File: config.mk
export PLATFORM = sky130hd
export DESIGN_NAME = cpe_retry_ctrl_flat
export DESIGN_NICKNAME = d
export VERILOG_FILES = /design/src/rtl/cpe_pkg.sv /design/src/rtl/cpe_retry_ctrl_if.sv /design/src/rtl/cpe_retry_ctrl_detector.sv /design/src/rtl/cpe_retry_ctrl.sv /design/src/flat_wrapper.sv
export SDC_FILE = /design/constraint.sdc
export NUM_CORES = 1
export LEC_CHECK = 0
export BUFFER_PORTS_ARGS = -buffer_cell sky130_fd_sc_hd__buf_2
export CAP_MARGIN = 20
export CORE_ASPECT_RATIO = 1.4
export CORE_UTILIZATION = 40
export DETAILED_ROUTE_END_ITERATION = 7
export HOLD_SLACK_MARGIN = 0.12
export PLACE_DENSITY_LB_ADDON = 0.08
export REMOVE_ABC_BUFFERS = 1
export SYNTH_ARGS = -nofsm -noshare
export SYNTH_HDL_FRONTEND = slang
export SYNTH_SLANG_ARGS = --single-unit
export TNS_END_PERCENT = 5
File: constraint.sdc
create_clock -name clk -period 3.7 [get_ports clk]
set_clock_uncertainty 0.2 [all_clocks]
set_input_delay 0.74 -clock clk [delete_from_list [all_inputs] [get_ports clk]]
set_output_delay 0.74 -clock clk [all_outputs]
set_load 0.02 [all_outputs]
File: src/rtl/cpe_pkg.sv
// ---------------------------------------------------------------------------
// cpe_pkg
// Shared definitions for the check-and-retry controller slice:
//   CW_W        codeword / syndrome width
//   ERRCNT_W    width of the optional saturating error counter
//   RETRY_W     width of the per-transaction retry counter
//   PARITY_POLY parity-check polynomial h(x) of the cyclic code; a codeword
//               c(x) is clean when c(x)*h(x) mod (x^15 + 1) is zero
//   state_t     controller FSM states
//   rotl_cw     cyclic left rotation of a codeword-wide vector
// ---------------------------------------------------------------------------
package cpe_pkg;

   localparam int CW_W     = 15;
   localparam int ERRCNT_W = 8;
   localparam int RETRY_W  = 4;

   // h(x) = 1 + x^4 + x^6 + x^7; generator is g(x) = 1 + x^4 + x^6 + x^7 + x^8
   localparam logic [CW_W-1:0] PARITY_POLY = 15'h00D1;

   typedef enum logic [2:0] {
      IDLE  = 3'd0,
      CHECK = 3'd1,
      EVAL  = 3'd2,
      RETRY = 3'd3,
      OUT   = 3'd4
   } state_t;

   // Multiplying by x^n modulo (x^15 + 1) is a left rotation by n.
   function automatic logic [CW_W-1:0] rotl_cw(input logic [CW_W-1:0] v,
                                               input int unsigned     n);
      logic [2*CW_W-1:0] dbl;
      dbl = {v, v} << n;
      return dbl[2*CW_W-1 -: CW_W];
   endfunction

endpackage

File: src/rtl/cpe_retry_ctrl_if.sv
// ---------------------------------------------------------------------------
// cpe_retry_ctrl_if
// Handshake bundle between the CPE datapath, the retry controller and the
// downstream consumer.
//   in_valid / in_ready / in_cw       codeword from upstream
//   retry_req                         recompute request back to upstream
//   out_valid / out_ready             result handshake to downstream
//   out_cw / out_fatal / out_syndrome result payload
// Modports:
//   master  the environment (upstream + downstream side)
//   slave   the retry controller
// ---------------------------------------------------------------------------
interface cpe_retry_ctrl_if;

   logic                       in_valid;
   logic                       in_ready;
   logic [cpe_pkg::CW_W-1:0]   in_cw;
   logic                       retry_req;
   logic                       out_valid;
   logic                       out_ready;
   logic [cpe_pkg::CW_W-1:0]   out_cw;
   logic                       out_fatal;
   logic [cpe_pkg::CW_W-1:0]   out_syndrome;

   modport master (
      output in_valid,
      output in_cw,
      output out_ready,
      input  in_ready,
      input  retry_req,
      input  out_valid,
      input  out_cw,
      input  out_fatal,
      input  out_syndrome
   );

   modport slave (
      input  in_valid,
      input  in_cw,
      input  out_ready,
      output in_ready,
      output retry_req,
      output out_valid,
      output out_cw,
      output out_fatal,
      output out_syndrome
   );

endinterface

File: src/rtl/cpe_retry_ctrl_detector.sv
// ---------------------------------------------------------------------------
// detector
// Combinational codeword detector for the (15,7) cyclic code.
//   c      in   codeword, bit 0 = c[0]
//   s      out  syndrome = c(x) * h(x) mod (x^15 + 1); zero for any codeword
//   error  out  syndrome is nonzero
// ---------------------------------------------------------------------------
module detector
   import cpe_pkg::*;
(
   input  logic [CW_W-1:0] c,
   output logic [CW_W-1:0] s,
   output logic            error
);

   // Each set bit i of c contributes h(x) * x^i, i.e. h rotated left by i.
   always_comb begin
      s = '0;
      for (int i = 0; i < CW_W; i++) begin
         if (c[i]) begin
            s = s ^ rotl_cw(PARITY_POLY, i);
         end
      end
   end

   assign error = |s;

endmodule

File: src/rtl/cpe_retry_ctrl.sv
// ---------------------------------------------------------------------------
// cpe_retry_ctrl
// Check-and-retry controller downstream of the codeword detector. A codeword
// is registered, its syndrome registered, and the result is either delivered
// or a recompute is requested from upstream. Once MAX_RETRY retries of the
// same transaction have been spent, the codeword is delivered with out_fatal.
//
// Parameters:
//   MAX_RETRY  retries allowed per transaction before a fatal delivery (0..15)
// Ports:
//   clk        single clock, rising edge
//   rst        asynchronous, active-high reset
//   err_count  saturating count of nonzero syndromes (only with CPE_ERR_COUNT_EN)
//   bus        cpe_retry_ctrl_if.slave handshake bundle
// Build option:
//   CPE_ERR_COUNT_EN  adds the err_count port and its 8-bit saturating counter
//
// state | meaning
// ------+-----------------------------------------------------------------
// IDLE  | in_ready=1, waiting for a codeword
// CHECK | detector evaluates cw_q, syndrome and error flag are registered
// EVAL  | choose clean delivery, retry, or fatal delivery
// RETRY | retry_req=1 for one cycle, then back to IDLE for the resend
// OUT   | out_valid=1, payload held until out_ready
// ---------------------------------------------------------------------------
module cpe_retry_ctrl
   import cpe_pkg::*;
#(
   parameter int MAX_RETRY = 3
)
(
   input  logic                clk,
   input  logic                rst,
`ifdef CPE_ERR_COUNT_EN
   output logic [ERRCNT_W-1:0] err_count,
`endif
   cpe_retry_ctrl_if.slave     bus
);

   localparam logic [RETRY_W-1:0] MAX_Q = RETRY_W'(MAX_RETRY);

   state_t              state;
   logic [CW_W-1:0]     cw_q;
   logic [CW_W-1:0]     syn_q;
   logic                err_q;
   logic [RETRY_W-1:0]  retry_cnt;
   logic                fatal_q;
   logic                in_ready_q;
   logic                retry_req_q;
   logic                out_valid_q;

   logic [CW_W-1:0]     det_s;
   logic                det_err;

   detector u_detector (
      .c     (cw_q),
      .s     (det_s),
      .error (det_err)
   );

   // All handshake outputs are flops so retry_req and out_valid are glitch-free.
   always_ff @(posedge clk or posedge rst) begin
      if (rst) begin
         state       <= IDLE;
         cw_q        <= '0;
         syn_q       <= '0;
         err_q       <= 1'b0;
         retry_cnt   <= '0;
         fatal_q     <= 1'b0;
         in_ready_q  <= 1'b1;
         retry_req_q <= 1'b0;
         out_valid_q <= 1'b0;
      end else begin
         retry_req_q <= 1'b0;
         unique case (state)
            IDLE: begin
               if (bus.in_valid) begin
                  cw_q       <= bus.in_cw;
                  fatal_q    <= 1'b0;
                  in_ready_q <= 1'b0;
                  state      <= CHECK;
               end
            end
            CHECK: begin
               syn_q <= det_s;
               err_q <= det_err;
               state <= EVAL;
            end
            EVAL: begin
               if (!err_q) begin
                  fatal_q     <= 1'b0;
                  out_valid_q <= 1'b1;
                  state       <= OUT;
               end else if (retry_cnt < MAX_Q) begin
                  retry_cnt   <= retry_cnt + 1'b1;
                  retry_req_q <= 1'b1;
                  state       <= RETRY;
               end else begin
                  fatal_q     <= 1'b1;
                  out_valid_q <= 1'b1;
                  state       <= OUT;
               end
            end
            RETRY: begin
               // retry_cnt is kept: the resend belongs to the same transaction
               in_ready_q <= 1'b1;
               state      <= IDLE;
            end
            OUT: begin
               if (bus.out_ready) begin
                  out_valid_q <= 1'b0;
                  retry_cnt   <= '0;
                  in_ready_q  <= 1'b1;
                  state       <= IDLE;
               end
            end
            default: begin
               out_valid_q <= 1'b0;
               in_ready_q  <= 1'b1;
               state       <= IDLE;
            end
         endcase
      end
   end

`ifdef CPE_ERR_COUNT_EN
   logic [ERRCNT_W-1:0] err_cnt_q;

   always_ff @(posedge clk or posedge rst) begin
      if (rst) begin
         err_cnt_q <= '0;
      end else if (state == CHECK && det_err && err_cnt_q != {ERRCNT_W{1'b1}}) begin
         err_cnt_q <= err_cnt_q + 1'b1;
      end
   end

   assign err_count = err_cnt_q;
`endif

   assign bus.in_ready     = in_ready_q;
   assign bus.retry_req    = retry_req_q;
   assign bus.out_valid    = out_valid_q;
   assign bus.out_cw       = cw_q;
   assign bus.out_fatal    = fatal_q;
   assign bus.out_syndrome = syn_q;

endmodule

File: src/flat_wrapper.sv
// flat-port wrapper written by rule: the top's interface ports become plain ports
module cpe_retry_ctrl_flat import cpe_pkg::*;
#(
   parameter int MAX_RETRY = 3
)
  (clk, rst, bus_in_valid, bus_in_cw, bus_out_ready, bus_in_ready, bus_retry_req, bus_out_valid, bus_out_cw, bus_out_fatal, bus_out_syndrome);
  cpe_retry_ctrl_if bus_i ();
  input  logic clk;
  input  logic rst;
  input wire logic [$bits(bus_i.in_valid)-1:0] bus_in_valid;
  input wire logic [$bits(bus_i.in_cw)-1:0] bus_in_cw;
  input wire logic [$bits(bus_i.out_ready)-1:0] bus_out_ready;
  output wire logic [$bits(bus_i.in_ready)-1:0] bus_in_ready;
  output wire logic [$bits(bus_i.retry_req)-1:0] bus_retry_req;
  output wire logic [$bits(bus_i.out_valid)-1:0] bus_out_valid;
  output wire logic [$bits(bus_i.out_cw)-1:0] bus_out_cw;
  output wire logic [$bits(bus_i.out_fatal)-1:0] bus_out_fatal;
  output wire logic [$bits(bus_i.out_syndrome)-1:0] bus_out_syndrome;
  assign bus_i.in_valid = bus_in_valid;
  assign bus_i.in_cw = bus_in_cw;
  assign bus_i.out_ready = bus_out_ready;
  assign bus_in_ready = bus_i.in_ready;
  assign bus_retry_req = bus_i.retry_req;
  assign bus_out_valid = bus_i.out_valid;
  assign bus_out_cw = bus_i.out_cw;
  assign bus_out_fatal = bus_i.out_fatal;
  assign bus_out_syndrome = bus_i.out_syndrome;
  cpe_retry_ctrl #(.MAX_RETRY(MAX_RETRY)) u_core (.clk(clk), .rst(rst), .bus(bus_i));
endmodule
==> metrics.cfg, run 1 <==
[worst_setup_path]
cp.required_ns = 3.67
cp-start-kind = flip-flop
crit_fanout = 16
critPathKind = flip-flop to flip-flop
cp_data_arrival_time_ns = 2.13
end_kind = flip-flop

[finish]
most-common-layout-cells = buf_2, dfrtp_1, xnor2_1
insertedDiodeCount = 0
filler_cell_count = 520
most_frequent_standard_cell_in_the_layout_excluding_fill_and_tap_cells = buf_2
area_growth_syn_to_layout_pct = 14.57
finalNetCount = 246
drive_above_1_share_pct = 37.44

[global_routing]
grt_pass1_vias = 1581
grt_start_max_net_pins = 43
gr-total-overflow = 0
grt_usage_pct = 16.87
grt_antenna_before_repair = 0
grt_pass1_wl_mm = 7.438

[floorplan]
die-width_um = 64.78
num_io_pins = 53
chipHeight_um = 89.89
design.die.area_sq_mm = 0.005823
start_util_pct = 42.15
core_sq_mm = 0.005236
floorplan.rows = 31

[detailed_routing]
via_count = 1474
detail_route.drc_violations = 0
drt_iter0_drc = 28
avgRoutedWirePerCell_um = 14.90
post_drt_via_cell_ratio = 5.031
detail-route-antenna-nets = 0
first_pass_iters = 4
route.final.wire_length_mm = 4.367

[synth]
synthDominantAreaCellType = dfrtp_1
synth_cell_types = 36
yosys.area.top_type_share_pct = 46.49
synth_top_cells_by_area = dfrtp_1, xnor2_1, mux2_4
ys_async_sr_fraction_pct = 100.0
synth-edff-count = 0
yosys_warnings = 0
post_synth.cell_area_avg_sq_um = 11.87
post_synth_inst_count = 186
synth_top_flop_cell = dfrtp_1
synth-seq-area-share_pct = 47.68
ys_seq_elements = 42
synthesis.area_sq_mm = 0.002207

[placed_design]
port_buffers = 52
dpl.hpwl_mm = 3.428
dp_worst_setup_slack_ns = 1.388
finalWeightedCongestion = 0.7585

[clock_tree]
holdBufCountCts = 0
clk-insertion-delay-late_ns = 0.29
cts_tree = done
clock_path_buffers = 2
clk_root_buffer_cell = clkbuf_8
post-cts-setup-buffers = 0
path_clk_slew_ns = 0.07
htree_depth = 2
ctsResizeCount = 0
cts_buffers = 5
clock-sinks = 42

[sta]
period_needed_ns = 2.155
unrepaired_setup_endpoints_after_global_routing = false
final.period_utilization_pct = 58.24
max_slew_margin_pct = 41.82
finalHoldViolations = 0
setup-violations-final = 0
fin_tns_setup_ns = 0
final.setup.worst_slack_ns = 1.545
worstMarginPinSlew_ns = 0.8727
worst_hold_slack_ns = 0.3058
final-max-slew-violation-count = 0
max_freq_ghz = 0.4641

[run_status]
run_status = completed

[job]
cap_violations = 0

[hold_path]
worstHoldPathType = flip-flop to flip-flop

-- state kept, by name, summed over array words and instances (netlist names) --
register	count
u_core.retry_cnt	4
u_core.err_q	1
u_core.bus.retry_req	1
u_core.bus.out_cw	15
u_core.bus.out_syndrome	15
u_core.bus.out_valid	1
u_core.state	3
u_core.bus.out_fatal	1
u_core.bus.in_ready	1
-- final cells by class --
cell class / count / area, sq um / area share (%)
inverters: 4 / 15.01 / 0.5938
clock buffers: 8 / 90.09 / 3.563
repair buffers: 54 / 275.3 / 10.89
flip-flops and latches: 42 / 1052 / 41.61
multi-input cells: 119 / 1013 / 40.08
well taps: 66 / 82.58 / 3.266
-- cells by family after synthesis --
group / count (synthesis) / synth area share (%)
xor+xnor: 45 / 17.86
flops: 42 / 47.68
simple gates: 31 / 7.936
mux: 28 / 15.76
buf+inv: 25 / 6.405
compound gates: 14 / 3.798
fa+ha+maj: 1 / 0.5668
-- through the flow --
stage | utilization [%] | instances | area [sq um]
after floorplan | - | 165 | 2081
after global placement | 46.57 | 285 | 2439
after detailed placement | 46.57 | 285 | 2439
after CTS | 48.29 | 293 | 2529
after global routing | 48.29 | 293 | 2529
final | 48.29 | 293 | 2529
-- synth_stat cells (all sizes together), types with 2 or more instances --
cell type,number
nand3,3
nor2,8
inv,4
and2,2
nand2,4
buf,21
nor4,4
o21ai,2
a21boi,2
a21oi,7
mux2,27
xnor2,31
xor2,14
nor3,2
nand2b,2
dfrtp,41
-- critical path, stage by stage (launching register included) --
cell     delay (ns)
dfrtp_1        0.47
nor2_1         0.21
and3_1         0.77
mux2_1         0.39
-- layer usage --
metal	routed length [um]	GRT usage [%]	part of all wire, %
met5	0	0	0
met4	119	8.148	2.7
met3	209	4.822	4.8
met2	2403	30.38	55
met1	1634	17.18	37
-- path summary, 6_finish.rpt --
check	end	startpoint	cells past startpoint	slack [ns]
setup / recovery	u_core.bus.out_cw[12]	u_core.state[1]	3	1.55
hold / removal	u_core.bus.out_syndrome[10]	u_core.bus.out_syndrome[10]	1	0.31
min in group asynchronous	u_core.bus.out_cw[2]	rst	3	0.35
setup reg to reg	u_core.bus.out_cw[12]	u_core.state[1]	3	1.55
hold reg to reg	u_core.bus.out_syndrome[10]	u_core.bus.out_syndrome[10]	1	0.31
max in group asynchronous	u_core.bus.in_ready	rst	3	2.55
Power of run 1 is left out: the tool's default activity adds up to more than one toggle a clock period on the data nets, which glitch-free logic cannot reach.
==> run 2, diff against run 1 <==
==> constraint.sdc (replaced) <==
create_clock -name clk -period 2.14 [get_ports clk]
set_clock_uncertainty 0.2 [all_clocks]
set_input_delay 0.428 -clock clk [delete_from_list [all_inputs] [get_ports clk]]
set_output_delay 0.428 -clock clk [all_outputs]
set_load 0.02 [all_outputs]
==> run 2 against run 1 <==
  * Non-clock buffer count rose by 2
  * Sequential share of layout area fell by 0.12 points
  * Via count fell by 1.4%
  * Routed wire length rose by 0.94%
  * Highest routed layer unchanged
==> metrics.cfg, run 2 (same netlist as run 1, synthesis figures left out) <==
[detailed_routing]
top_layer_used = met4
route.final.wire_length_mm = 4.408
post_drt_via_cell_ratio = 4.929
via_count = 1454
detailroute.wirelength.met2_mm = 2.369
first_pass_iters = 4
drt_iter0_drc = 28
avgRoutedWirePerCell_um = 14.94
detail-route-antenna-nets = 0
wl_met3_um = 155
detail_route.drc_violations = 0
m1WireLength_mm = 1.802

[clock_tree]
clock_path_buffers = 2
cts_buffers = 5
holdBufCountCts = 1
post-cts-setup-buffers = 0
cts_tree = done
ctsResizeCount = 0
htree_depth = 2
clk-insertion-delay-late_ns = 0.29
clock-sinks = 42
path_clk_slew_ns = 0.07
clk_root_buffer_cell = clkbuf_8

[job]
cap_violations = 0

[floorplan]
core_sq_mm = 0.005236
design.die.area_sq_mm = 0.005823
chipHeight_um = 89.89
die-width_um = 64.78
start_util_pct = 42.15
floorplan.rows = 31
num_io_pins = 53

[hold_path]
min-delay-start = bus_in_cw[11]
worstHoldPathCells = 2
holdPathEnd = u_core.bus.out_cw[11]
worstHoldPathType = primary input to flip-flop

[placed_design]
finalWeightedCongestion = 0.7963
dp_cells = 286
dpl.hpwl_mm = 3.396
port_buffers = 52

[sta]
period_needed_ns = 1.882
max_freq_ghz = 0.5313
unrepaired_setup_endpoints_after_global_routing = false
setup-violations-final = 0
max_slew_margin_pct = 64.83
worstMarginPinSlew_ns = 0.5275
finalHoldViolations = 0
final-max-slew-violation-count = 0
final.period_utilization_pct = 87.95
fin_tns_setup_ns = 0

[global_routing]
grt_start_max_net_pins = 43
gr-total-overflow = 0
grt_pass1_wl_mm = 7.410
grt_usage_pct = 16.82
grt_antenna_before_repair = 0
grt_pass1_vias = 1523

[worst_setup_path]
ff2ff_setup_slack_ns = 0.26
cp_data_arrival_time_ns = 1.90
r2r_cells = 5
cp.required_ns = 2.16
end_kind = flip-flop
crit_fanout = 4
critPathKind = flip-flop to flip-flop
r2r-start = u_core.retry_cnt[0]
crit-reg2reg-capture = u_core.retry_cnt[0]
cp-start-kind = flip-flop

[finish]
seq_area_sq_mm = 0.001052
area_growth_syn_to_layout_pct = 14.91
final-instance-count-excl-fill = 295
multi_input_comb_area_sq_mm = 0.001013
most-common-layout-cells = buf_2, dfrtp_1, xnor2_1
insertedDiodeCount = 0
filler_cell_count = 507
most_frequent_standard_cell_in_the_layout_excluding_fill_and_tap_cells = buf_2
finalNetCount = 248
drive_above_1_share_pct = 37.12

[run_status]
run_status = completed

run 2: worst max-delay path by stage:
stage	from	end	slack, ns	cells past startpoint
floorplan	u_core.state[1]	u_core.err_q	0.007	4
global placement	u_core.bus.out_cw[8]	u_core.err_q	0.39	4
detailed placement	u_core.retry_cnt[0]	u_core.retry_cnt[0]	0.28	5
CTS	u_core.retry_cnt[0]	u_core.retry_cnt[0]	0.28	5
global route	u_core.retry_cnt[0]	u_core.retry_cnt[0]	0.09	5
finish	u_core.retry_cnt[0]	u_core.retry_cnt[0]	0.26	5
run 2: through the flow:
step	area [sq um]	util (%)	hold slack [ns]	setup slack, ns
detailed placement	2446	46.71	0.2905	0.2785
finish	2536	48.43	0.1521	0.2579
CTS	2536	48.43	0.1411	0.2798
global route	2536	48.43	0.1478	0.08797
global placement	2446	46.71	0.2731	0.3929
floorplan	2081	-	0.2550	0.007486
run 2: final cells by class:
| cell class | instances | area share, % |
|---|---|---|
| flip-flops and latches | 42 | 41.49 |
| repair buffers | 56 | 11.54 |
| clock buffers | 8 | 3.157 |
| inverters | 4 | 0.5920 |
| well taps | 66 | 3.256 |
| multi-input cells | 119 | 39.96 |
run 2: critical path, stage by stage (launching register included):
cell and delay, ns:
dfrtp_1 0.40, ha_1 0.21, nor4b_2 0.38, nand2_1 0.17
nor3_2 0.22, mux2i_1 0.21
run 2: per-layer routing:
metal  vias up  global-route usage (%)
met5         -                       0
met4         0                   7.037
met3         6                   3.426
met2        33                   29.60
met1       725                   19.16
li1        690                       -
Power of run 2 is left out for the same reason.
